### config.mk
export PLATFORM = sky130hd
export DESIGN_NAME = scope_capture
export DESIGN_NICKNAME = d
export VERILOG_FILES = /design/src/rtl/scope_pkg.sv /design/src/rtl/scope_ram.sv /design/src/rtl/scope_capture.sv
export SDC_FILE = /design/constraint.sdc
export NUM_CORES = 2
export LEC_CHECK = 0
export BUFFER_PORTS_ARGS = -buffer_cell sky130_fd_sc_hd__buf_2
export CORE_MARGIN = 5
export CORE_UTILIZATION = 44
export DETAILED_ROUTE_END_ITERATION = 7
export MAX_ROUTING_LAYER = met4
export PLACE_DENSITY_LB_ADDON = 0.25
export SLEW_MARGIN = 20
export SYNTH_ARGS = -nofsm -noshare
export SYNTH_HDL_FRONTEND = slang
export SYNTH_SLANG_ARGS = --single-unit
### constraint.sdc
create_clock -name iCLK -period 11.08 [get_ports iCLK]
set_clock_uncertainty 0.1 [all_clocks]
set_input_delay 1.662 -clock iCLK [delete_from_list [all_inputs] [get_ports iCLK]]
set_output_delay 1.662 -clock iCLK [all_outputs]
set_load 0.05 [all_outputs]
### src/rtl/scope_pkg.sv
// Shared constants for the scope capture block: FSM state encoding and trigger edge select.
package scope_pkg;

  localparam logic [2:0] ST_IDLE = 3'd0;
  localparam logic [2:0] ST_FILL = 3'd1;
  localparam logic [2:0] ST_WAIT = 3'd2;
  localparam logic [2:0] ST_POST = 3'd3;
  localparam logic [2:0] ST_DONE = 3'd4;

  localparam logic EDGE_RISE = 1'b0;
  localparam logic EDGE_FALL = 1'b1;

endpackage

### src/rtl/scope_ram.sv
// Simple dual-port capture RAM, one write port and one registered read port (block-RAM style).
module scope_ram #(
  parameter int DATA_W = 8,
  parameter int ADDR_W = 9
) (
  input  logic              clk,
  input  logic              we,
  input  logic [ADDR_W-1:0] waddr,
  input  logic [DATA_W-1:0] wdata,
  input  logic              re,
  input  logic [ADDR_W-1:0] raddr,
  output logic [DATA_W-1:0] rdata
);
  logic [DATA_W-1:0] mem [2**ADDR_W];

  always_ff @(posedge clk) begin
    if (we) mem[waddr] <= wdata;
    if (re) rdata <= mem[raddr];
  end
endmodule

### src/rtl/scope_capture.sv
// Triggered ADC capture into a circular buffer with pre/post-trigger history and read-back.
// Optional build macro SCOPE_AUTO_TRIG_EN forces a trigger after AUTO_TIMEOUT strobes in WAIT.
module scope_capture
  import scope_pkg::*;
#(
  parameter int DATA_W       = 8,
  parameter int ADDR_W       = 9,
  parameter int CLK_DIV      = 4,
  parameter int AUTO_TIMEOUT = 1024
) (
  input  logic              iCLK,
  input  logic              iRST_n,
  input  logic [DATA_W-1:0] iADC_Byte,
  output logic              oADC_CLK,
  output logic              oADC_nOE,
  input  logic              iArm,
  input  logic [DATA_W-1:0] iTrigLevel,
  input  logic              iTrigEdge,
  input  logic [ADDR_W-1:0] iPostCnt,
  output logic              oBusy,
  output logic              oTriggered,
  output logic              oAutoTrig,
  output logic              oDone,
  input  logic              iRdEn,
  output logic [DATA_W-1:0] oRdData,
  output logic              oRdValid
);
  localparam int DEPTH = 2**ADDR_W;
  localparam int DIV_W = (CLK_DIV > 2) ? $clog2(CLK_DIV) : 1;
  localparam int CNT_W = ADDR_W + 1;
  localparam logic [DIV_W-1:0] DIV_LAST = DIV_W'(CLK_DIV - 1);
  localparam logic [DIV_W-1:0] DIV_HALF = DIV_W'(CLK_DIV / 2);
  localparam logic [CNT_W-1:0] FILL_MAX = CNT_W'(DEPTH - 1);

  if (CLK_DIV < 2 || (CLK_DIV % 2) != 0 || AUTO_TIMEOUT < 1) begin : g_param_check
    $error("scope_capture: CLK_DIV must be even and >= 2, AUTO_TIMEOUT >= 1");
  end

  logic [DIV_W-1:0]  div;
  logic              adc_clk, adc_noe, strb;
  logic [DATA_W-1:0] sample, prev, level_q, ram_q;
  logic              prev_vld, edge_q, triggered, rd_valid;
  logic [2:0]        state;
  logic [ADDR_W-1:0] wr_ptr, post_q;
  logic [CNT_W-1:0]  cnt, rd_cnt, fill_target;
  logic              capturing, we, hit, fire, auto_fire, rd_acc;

  // ADC clock is registered from the divider so it idles low in reset and starts with a high half.
  always_ff @(posedge iCLK or negedge iRST_n) begin
    if (!iRST_n) begin
      div     <= '0;
      adc_clk <= 1'b0;
      adc_noe <= 1'b1;
    end else begin
      div     <= (div == DIV_LAST) ? '0 : div + 1'b1;
      adc_clk <= (div < DIV_HALF);
      adc_noe <= 1'b0;
    end
  end

  always_ff @(posedge iCLK or negedge iRST_n) begin
    if (!iRST_n) begin
      sample <= '0;
      strb   <= 1'b0;
    end else begin
      strb <= (div == DIV_LAST);
      if (div == DIV_LAST) sample <= iADC_Byte;
    end
  end

  assign capturing   = (state == ST_FILL) || (state == ST_WAIT) || (state == ST_POST);
  assign we          = strb && capturing && !iArm;
  assign fill_target = FILL_MAX - CNT_W'(post_q);
  assign hit         = prev_vld && ((edge_q == EDGE_FALL) ?
                       (prev > level_q && sample <= level_q) :
                       (prev < level_q && sample >= level_q));
  assign fire        = hit || auto_fire;
  assign rd_acc      = (state == ST_DONE) && iRdEn && !iArm && (rd_cnt < CNT_W'(DEPTH));

  always_ff @(posedge iCLK or negedge iRST_n) begin
    if (!iRST_n) begin
      state     <= ST_IDLE;
      wr_ptr    <= '0;
      cnt       <= '0;
      rd_cnt    <= '0;
      post_q    <= '0;
      level_q   <= '0;
      edge_q    <= EDGE_RISE;
      prev      <= '0;
      prev_vld  <= 1'b0;
      triggered <= 1'b0;
      rd_valid  <= 1'b0;
    end else if (iArm) begin
      state     <= ST_FILL;
      wr_ptr    <= '0;
      cnt       <= '0;
      rd_cnt    <= '0;
      post_q    <= iPostCnt;
      level_q   <= iTrigLevel;
      edge_q    <= iTrigEdge;
      prev_vld  <= 1'b0;
      triggered <= 1'b0;
      rd_valid  <= 1'b0;
    end else begin
      rd_valid <= rd_acc;
      if (we) begin
        wr_ptr   <= wr_ptr + 1'b1;
        prev     <= sample;
        prev_vld <= 1'b1;
      end
      case (state)
        // Exit is checked every cycle so a zero-length fill (PostCnt = DEPTH-1) leaves at once.
        ST_FILL: begin
          if (strb) cnt <= cnt + 1'b1;
          if (cnt + CNT_W'(strb) >= fill_target) state <= ST_WAIT;
        end
        ST_WAIT: if (strb && fire) begin
          triggered <= 1'b1;
          cnt       <= '0;
          state     <= (post_q == '0) ? ST_DONE : ST_POST;
        end
        ST_POST: if (strb) begin
          cnt <= cnt + 1'b1;
          if (cnt + 1'b1 == CNT_W'(post_q)) state <= ST_DONE;
        end
        ST_DONE: if (rd_acc) rd_cnt <= rd_cnt + 1'b1;
        default: ;
      endcase
    end
  end

`ifdef SCOPE_AUTO_TRIG_EN
  localparam int TO_W = $clog2(AUTO_TIMEOUT + 1);
  logic [TO_W-1:0] to_cnt;
  logic            auto_q;

  assign auto_fire = (state == ST_WAIT) && strb && !hit && (to_cnt == TO_W'(AUTO_TIMEOUT - 1));

  always_ff @(posedge iCLK or negedge iRST_n) begin
    if (!iRST_n) begin
      to_cnt <= '0;
      auto_q <= 1'b0;
    end else if (iArm) begin
      to_cnt <= '0;
      auto_q <= 1'b0;
    end else if (state == ST_WAIT && strb) begin
      to_cnt <= to_cnt + 1'b1;
      if (auto_fire) auto_q <= 1'b1;
    end
  end

  assign oAutoTrig = auto_q;
`else
  assign auto_fire = 1'b0;
  assign oAutoTrig = 1'b0;
`endif

  // wr_ptr is frozen in DONE and points at the oldest sample.
  scope_ram #(.DATA_W(DATA_W), .ADDR_W(ADDR_W)) u_ram (
    .clk   (iCLK),
    .we    (we),
    .waddr (wr_ptr),
    .wdata (sample),
    .re    (rd_acc),
    .raddr (wr_ptr + rd_cnt[ADDR_W-1:0]),
    .rdata (ram_q)
  );

  assign oADC_CLK   = adc_clk;
  assign oADC_nOE   = adc_noe;
  assign oBusy      = capturing;
  assign oTriggered = triggered;
  assign oDone      = (state == ST_DONE);
  assign oRdValid   = rd_valid;
  assign oRdData    = rd_valid ? ram_q : '0;

endmodule

==> Yosys cells after proc, flatten, opt, wreduce, memory -nomap -nowiden <==
Memories as Yosys holds them, arrays and structs flattened. A register that Yosys moved wholly into a read port is not among the register bits.
Cells that the tools add are included.
Widths: inputs -> output; s select.
{ "word_totals": {"reg_bits": 74, "ram_bits": 4096, "inputBits": 30, "output_inout_bits": 15, "elab_cells": 96, "mem_count": 1} }
{ "mem_list": {"columns": ["memory", "words", "width", "read_ports", "rd_clocked_by_memory_dff", "wr", "line", "rtl"], "rows": [
  ["u_ram.mem", 512, 8, 1, 1, 1, "scope_ram.sv:14", "logic [DATA_W-1:0] mem [2**ADDR_W];"]
]} }
{ "op_classes": {"addsub": 7, "magnitude_cmp": 7, "n_eq_ne": 11, "muxes": 27, "n_bitwise": 1, "n_reduce_logical": 26} }
{ "op_table": {"columns": ["cell", "count"], "rows": [
  ["$mux 10", 6],
  ["$add 10x1->10 const B", 2],
  ["$pmux 10 s2", 1],
  ["$mux 3", 6],
  ["$mux 9", 2],
  ["$add 10x1->10", 1],
  ["$eq 10x9->1", 1],
  ["$ge 10x10->1", 1],
  ["$lt 10x10->1 const B", 1],
  ["$reduce_bool 2->1", 5],
  ["$sub 9x9->10 const A", 1],
  ["$add 9x1->9 const B", 1],
  ["$add 9x9->9", 1],
  ["$logic_and 1x1->1", 9],
  ["$logic_not 9->1", 1],
  ["$mux 1", 9],
  ["$ne 3x2->1 const B", 3],
  ["$pmux 3 s3", 1],
  ["$ge 8x8->1", 1],
  ["$gt 8x8->1", 1],
  ["$le 8x8->1", 1],
  ["$lt 8x8->1", 1],
  ["$mux 8", 1],
  ["$eq 3x2->1 const B", 2],
  ["other kinds (17)", 20]
]} }

==> Depth between registers and ports, before layout <==
{ "logic_depth": {"word_depth": 8, "depth_mapped": 16, "mapped_depth_nobuf": 12} }

==> Cells and area by module <==
Synthesis repeated with hierarchy kept, for this count alone.
{ "unflattened": {"cells_unflattened": 8499, "area_unflattened_um2": 164590.4} }
{ "modules_own_cells": {"columns": ["mod", "instances", "cells_each", "area_each_um2", "seq_area_each_um2"], "rows": [
  ["scope_ram", 1, 8030, 160007.2, 123238.2],
  ["scope_capture", 1, 469, 4583.1, 1853.0]
]} }

==> Worst setup path before layout <==
OpenSTA, ideal clock, no wires.
{ "synth_timing": {"path_type": "register -> register", "from": "reg sample[1]", "to": "reg state[0]", "setup_ns": 0.125, "arrival_ns": 8.815, "required_time_ns": 10.855, "path_slack_ns": 2.040, "stages_incl_launch_ff": 11, "n_path_buf": 0, "period_less_slack_ns": 9.040, "cell_sequence": "dfrtp_1 -> ha_1 -> nor2b_1 -> o21a_1 -> o21ai_0 -> a21oi_1 -> o22ai_1 -> a2bb2oi_1 -> o21ai_1 -> o21ai_0 -> mux2_2"} }
{ "synth_between": {"elab_chain_len": 7, "elab_cells_between_ends": 9, "cone_classes": "2 x order compare; 1 x eq/ne; 1 x mux; 5 x reduce/logical"} }
{ "synth_rtl": {"columns": ["element", "line", "rtl"], "rows": [
  ["from (decl)", "scope_capture.sv:41", "logic [DATA_W-1:0] sample, prev, level_q, ram_q;"],
  ["from (signal assigned)", "scope_capture.sv:67", "if (div == DIV_LAST) sample <= iADC_Byte;"],
  ["$ge 8x8->1 / $le 8x8->1 (equally long branches)", "scope_capture.sv:76, scope_capture.sv:75", null],
  ["$logic_and 1x1->1 (on tied branches)", "scope_capture.sv:76, scope_capture.sv:75", null],
  ["$mux 1 (*)", "scope_capture.sv:74", "assign hit = prev_vld && ((edge_q == EDGE_FALL) ?"],
  ["$logic_and 1x1->1 (*)", "scope_capture.sv:74", null],
  ["$logic_and 1x1->1 (*)", "scope_capture.sv:117", "ST_WAIT: if (strb && fire) begin"],
  ["$ne 3x2->1 (no source line) (*)", null, null],
  ["$reduce_and 5->1 (no source line) (*)", null, null],
  ["to (signal assigned)", "scope_capture.sv:120", "state <= (post_q == '0) ? ST_DONE : ST_POST;"],
  ["to (decl)", "scope_capture.sv:43", "logic [2:0] state;"]
]} }
Mark *: on every way between the ends. The rest lies on a longest branch, timed or not.
A chain may end at the register's enable or synchronous reset.

==> Worst setup path in the final report <==
{ "layout_timing": {"from": "reg wr_ptr[0]", "to": "reg u_ram.rdata[2], read port of u_ram.mem (data pin)"} }
{ "layout_between": {"elab_chain_len": 1} }
{ "layout_rtl": {"columns": ["element", "line", "rtl"], "rows": [
  ["from (decl)", "scope_capture.sv:44", "logic [ADDR_W-1:0] wr_ptr, post_q;"],
  ["from (signal assigned)", "scope_capture.sv:107", "wr_ptr <= wr_ptr + 1'b1;"],
  ["$add 9x9->9", "scope_capture.sv:165", ".raddr (wr_ptr + rd_cnt[ADDR_W-1:0]),"],
  ["to (decl)", "scope_ram.sv:12", "output logic [DATA_W-1:0] rdata"]
]} }
Every way passes these cells.

==> impl_metrics.env <==
export IMPL_grt_setup_unrepaired="no"
export IMPL_detailroute_via_count=79210
export IMPL_maximum_cell_stage_delay_along_the_critical_path_ns=1.26
export IMPL_synth_seq_area_share=0.762
export IMPL_syn2layout_area_growth_pct=11.7
export IMPL_detail_route_wl_per_cell_um=33.2
export IMPL_postSynthAreaPerCell_um2=22.0
export IMPL_synth_edff_count=4104
export IMPL_register_area_um2=125000
export IMPL_holdPathEnd="div[0]"
export IMPL_start_kind="flip-flop"
export IMPL_final_layout_size_suffix_gt1_frac=0.270
export IMPL_synth_top_area_cell="edfxtp_1"
export IMPL_holdBufCountCts=0
export IMPL_outcome="completed"
export IMPL_critical_path_max_fanout=67
export IMPL_cts_inserted_buffers=424
export IMPL_synthesis_yosys_warnings=0
export IMPL_yosys_cell_count_top_type="edfxtp_1"
export IMPL_postSynthRegisterBits=4178
export IMPL_post_route_cell_area_um2=183000
export IMPL_worstSkewPairLatency_ns=1.00
export IMPL_cts_htree_levels=5
export IMPL_ctsLongestPathBuffers=4
export IMPL_ys_async_sr_fraction=0.0177
export IMPL_vias_in_the_first_global_route=79129
export IMPL_power_density_cell_area_nw_per_um2=204
export IMPL_total_power_uw=37400
export IMPL_io_pin_count=45
export IMPL_fmax_ghz=0.152
export IMPL_antenna_left=0
export IMPL_cts_root_buffer_cell="clkbuf_16"
export IMPL_placement_rows=224
export IMPL_drv_slew=0
export IMPL_dp_area_um2=170000
export IMPL_initial_utilization=0.441
export IMPL_synth_ff_type="edfxtp_1"
export IMPL_synth_top_area_share=0.751
export IMPL_post_synth_instance_area_um2=164000
export IMPL_vdd_ir_drop_max_mv=0.207
export IMPL_synth_cells=7462
export IMPL_drt_pass_1_iters=6
export IMPL_totalNegativeSetupSlack_ns=0
export IMPL_grt_pass1_wl_um=613000
export IMPL_crit_reg2reg_launch="wr_ptr[0]"
export IMPL_slew_headroom=0.106
export IMPL_grt_max_degree=240
export IMPL_die_h_um=621
export IMPL_final_setup_viol_count=0
export IMPL_r2r_end="u_ram.rdata[2]"
export IMPL_dieWidth_um=621
export IMPL_worst_setup_ep_type="flip-flop"
export IMPL_final_nets=7712
export IMPL_cts_repair_timing_setup_buffer_count=0
export IMPL_report_final_hold_viol_count=0
export IMPL_finish_cell_count_without_fillers=12985
export IMPL_drc=0
export IMPL_path_cells="ha_4 > fa_4 > buf_4 > buf_4 > mux4_2 > mux4_2 > a22oi_1 > nand4_1 > a211oi_1 > nor4b_2"
export IMPL_multi_input_combinational_cell_area_um2=36600
export IMPL_layout_setup_ws_ns=4.51
export IMPL_vias_per_cell=6.10
export IMPL_cts_tree="done"
export IMPL_fillerInstances=29629
export IMPL_data_arrival_at_the_endpoint_of_the_critical_path_ns=7.13
export IMPL_globalRouteTotalUtil=0.229
export IMPL_global_route_overflow_total=0
export IMPL_worst_r2r_path_depth=10
export IMPL_final_min_period_over_clock_period=0.593
export IMPL_synth_distinct_cells=77
export IMPL_place_gp_congestion=0.827
export IMPL_core_area_um2=372000
export IMPL_iteration_0_drc_markers=10073
export IMPL_clkSlewWorstSetupHoldPaths_ns=0.06
export IMPL_setup_slack_placement_ns=4.55
export IMPL_drv_max_cap_violation_count=0
export IMPL_min_delay_path_class="flip-flop to flip-flop"
export IMPL_slowest_stage="fa_4"
export IMPL_aggregate_routed_wire_length_um=431000
export IMPL_die_ar_um2=385000
export IMPL_worstSetupPathType="flip-flop to flip-flop"
export IMPL_ys_top_cells_by_area="edfxtp_1, mux4_2, nor2_1"
export IMPL_clock_sinks=4178
export IMPL_cts_resized=0
export IMPL_place_detailed_instances=12182
export IMPL_min_period_ns=6.57
export IMPL_hold_path_startpoint="div[0]"
export IMPL_initial_antenna_violation_count=23
export IMPL_port_buffers=43
export IMPL_worst_slew_pin_slew_ns=1.34
export IMPL_yosys_top_cells_count="edfxtp_1, mux4_2, nor2_1, nand2_1, clkbuf_1"
export IMPL_rrSetupSlack_ns=4.51
export IMPL_hold_depth=1
export IMPL_timing_critical_path_required_ns=11.64
export IMPL_dp_hpwl_um=253000
export IMPL_power_static_leakage_uw=0.0558
-- how the worst max path moves through the flow --
stage                          end      start  slack, ns
finish              u_ram.rdata[2]  wr_ptr[0]       4.51
global route        u_ram.rdata[2]  wr_ptr[0]       4.48
CTS                 u_ram.rdata[2]  wr_ptr[0]       4.52
detailed placement  u_ram.rdata[2]  wr_ptr[0]       4.55
global placement    u_ram.rdata[0]  wr_ptr[0]       4.32
floorplan                 state[0]  sample[1]       2.04
-- flip-flops by register name, summed over array words and instances (netlist names), 8 cells and up --
signal	cells
sample	8
level_q	8
u_ram.mem	4096
wr_ptr	9
rd_cnt	10
post_q	9
u_ram.rdata	8
cnt	10
prev	8
-- metrics by stage --
stage               hold WS (ns)   util
floorplan                  0.298      -
global placement           0.314  0.456
detailed placement         0.318  0.456
CTS                        0.333  0.493
global route               0.354  0.493
finish                     0.327  0.493
-- routing by layer --
metal	vias to the layer above	track usage	share of wire
li1	31591	-	-
met1	43015	0.323	0.41
met2	3898	0.348	0.48
met3	706	0.0381	0.085
met4	0	0.0650	0.032
met5	-	-	0
-- logic make-up after synthesis --
logic type	count (synthesis)	synth area share
fa+ha+maj	43	0.00332
buf+inv	465	0.0175
xor+xnor	38	0.00203
other cells	1	0.0000228
mux	1312	0.175
compound gates	217	0.00912
flops	4178	0.762
simple gates	1208	0.0315
-- critical path, delay by kind of cell, from the launching register on --
family,cells,cell delay (ns)
buf+inv,2,1.69
fa+ha+maj,2,1.48
compound gates,2,1.13
mux,2,0.97
flops,1,0.48
simple gates,2,0.28
-- cell type report --
class / count / share of cell area
Inverter: 21 / 0.000430
Antenna cell: 16 / 0.000218
Sequential cell: 4178 / 0.683
Clock buffer: 519 / 0.0605
Timing Repair Buffer: 194 / 0.00934
Clock inverter: 265 / 0.0133
Multi-Input combinational cell: 2820 / 0.200
Tap cell: 4972 / 0.0339
-- cell usage in the layout (no fill, tap or decap), types with 9 or more instances in the layout --
cell and instances:
edfxtp_1 4104, mux4_2 1239, nor2_1 551, clkbuf_16 428
nand2_1 323, buf_4 124, nand3_1 109, clkinv_1 103
clkbuf_1 87, clkinv_2 85, dfrtp_1 65, mux2i_1 45
ha_1 41, buf_2 41, bufinv_16 38, a21oi_1 36
a31oi_1 33, o21ai_0 31, or2_2 31, nand4_1 30
mux2_2 28, nor3_1 26, and3_1 23, inv_1 21
and2_1 21, buf_12 21, xnor2_1 20, nor2_2 17
diode_2 16, xor2_1 16, nand3_4 13, a21o_1 12
nor2b_1 12, o211ai_1 11, clkinvlp_4 11, a32oi_1 10
o22ai_1 10, clkinv_8 9
-- power by group --
| part | internal, µW | switching (µW) | leakage [µW] |
|---|---|---|---|
| clock network | 8000 | 6040 | 0.00662 |
| registers | 17400 | 68.5 | 0.0378 |
| logic | 2990 | 2890 | 0.0114 |
| total | 28400 | 9000 | 0.0558 |
(Power assumes the default switching activity.)
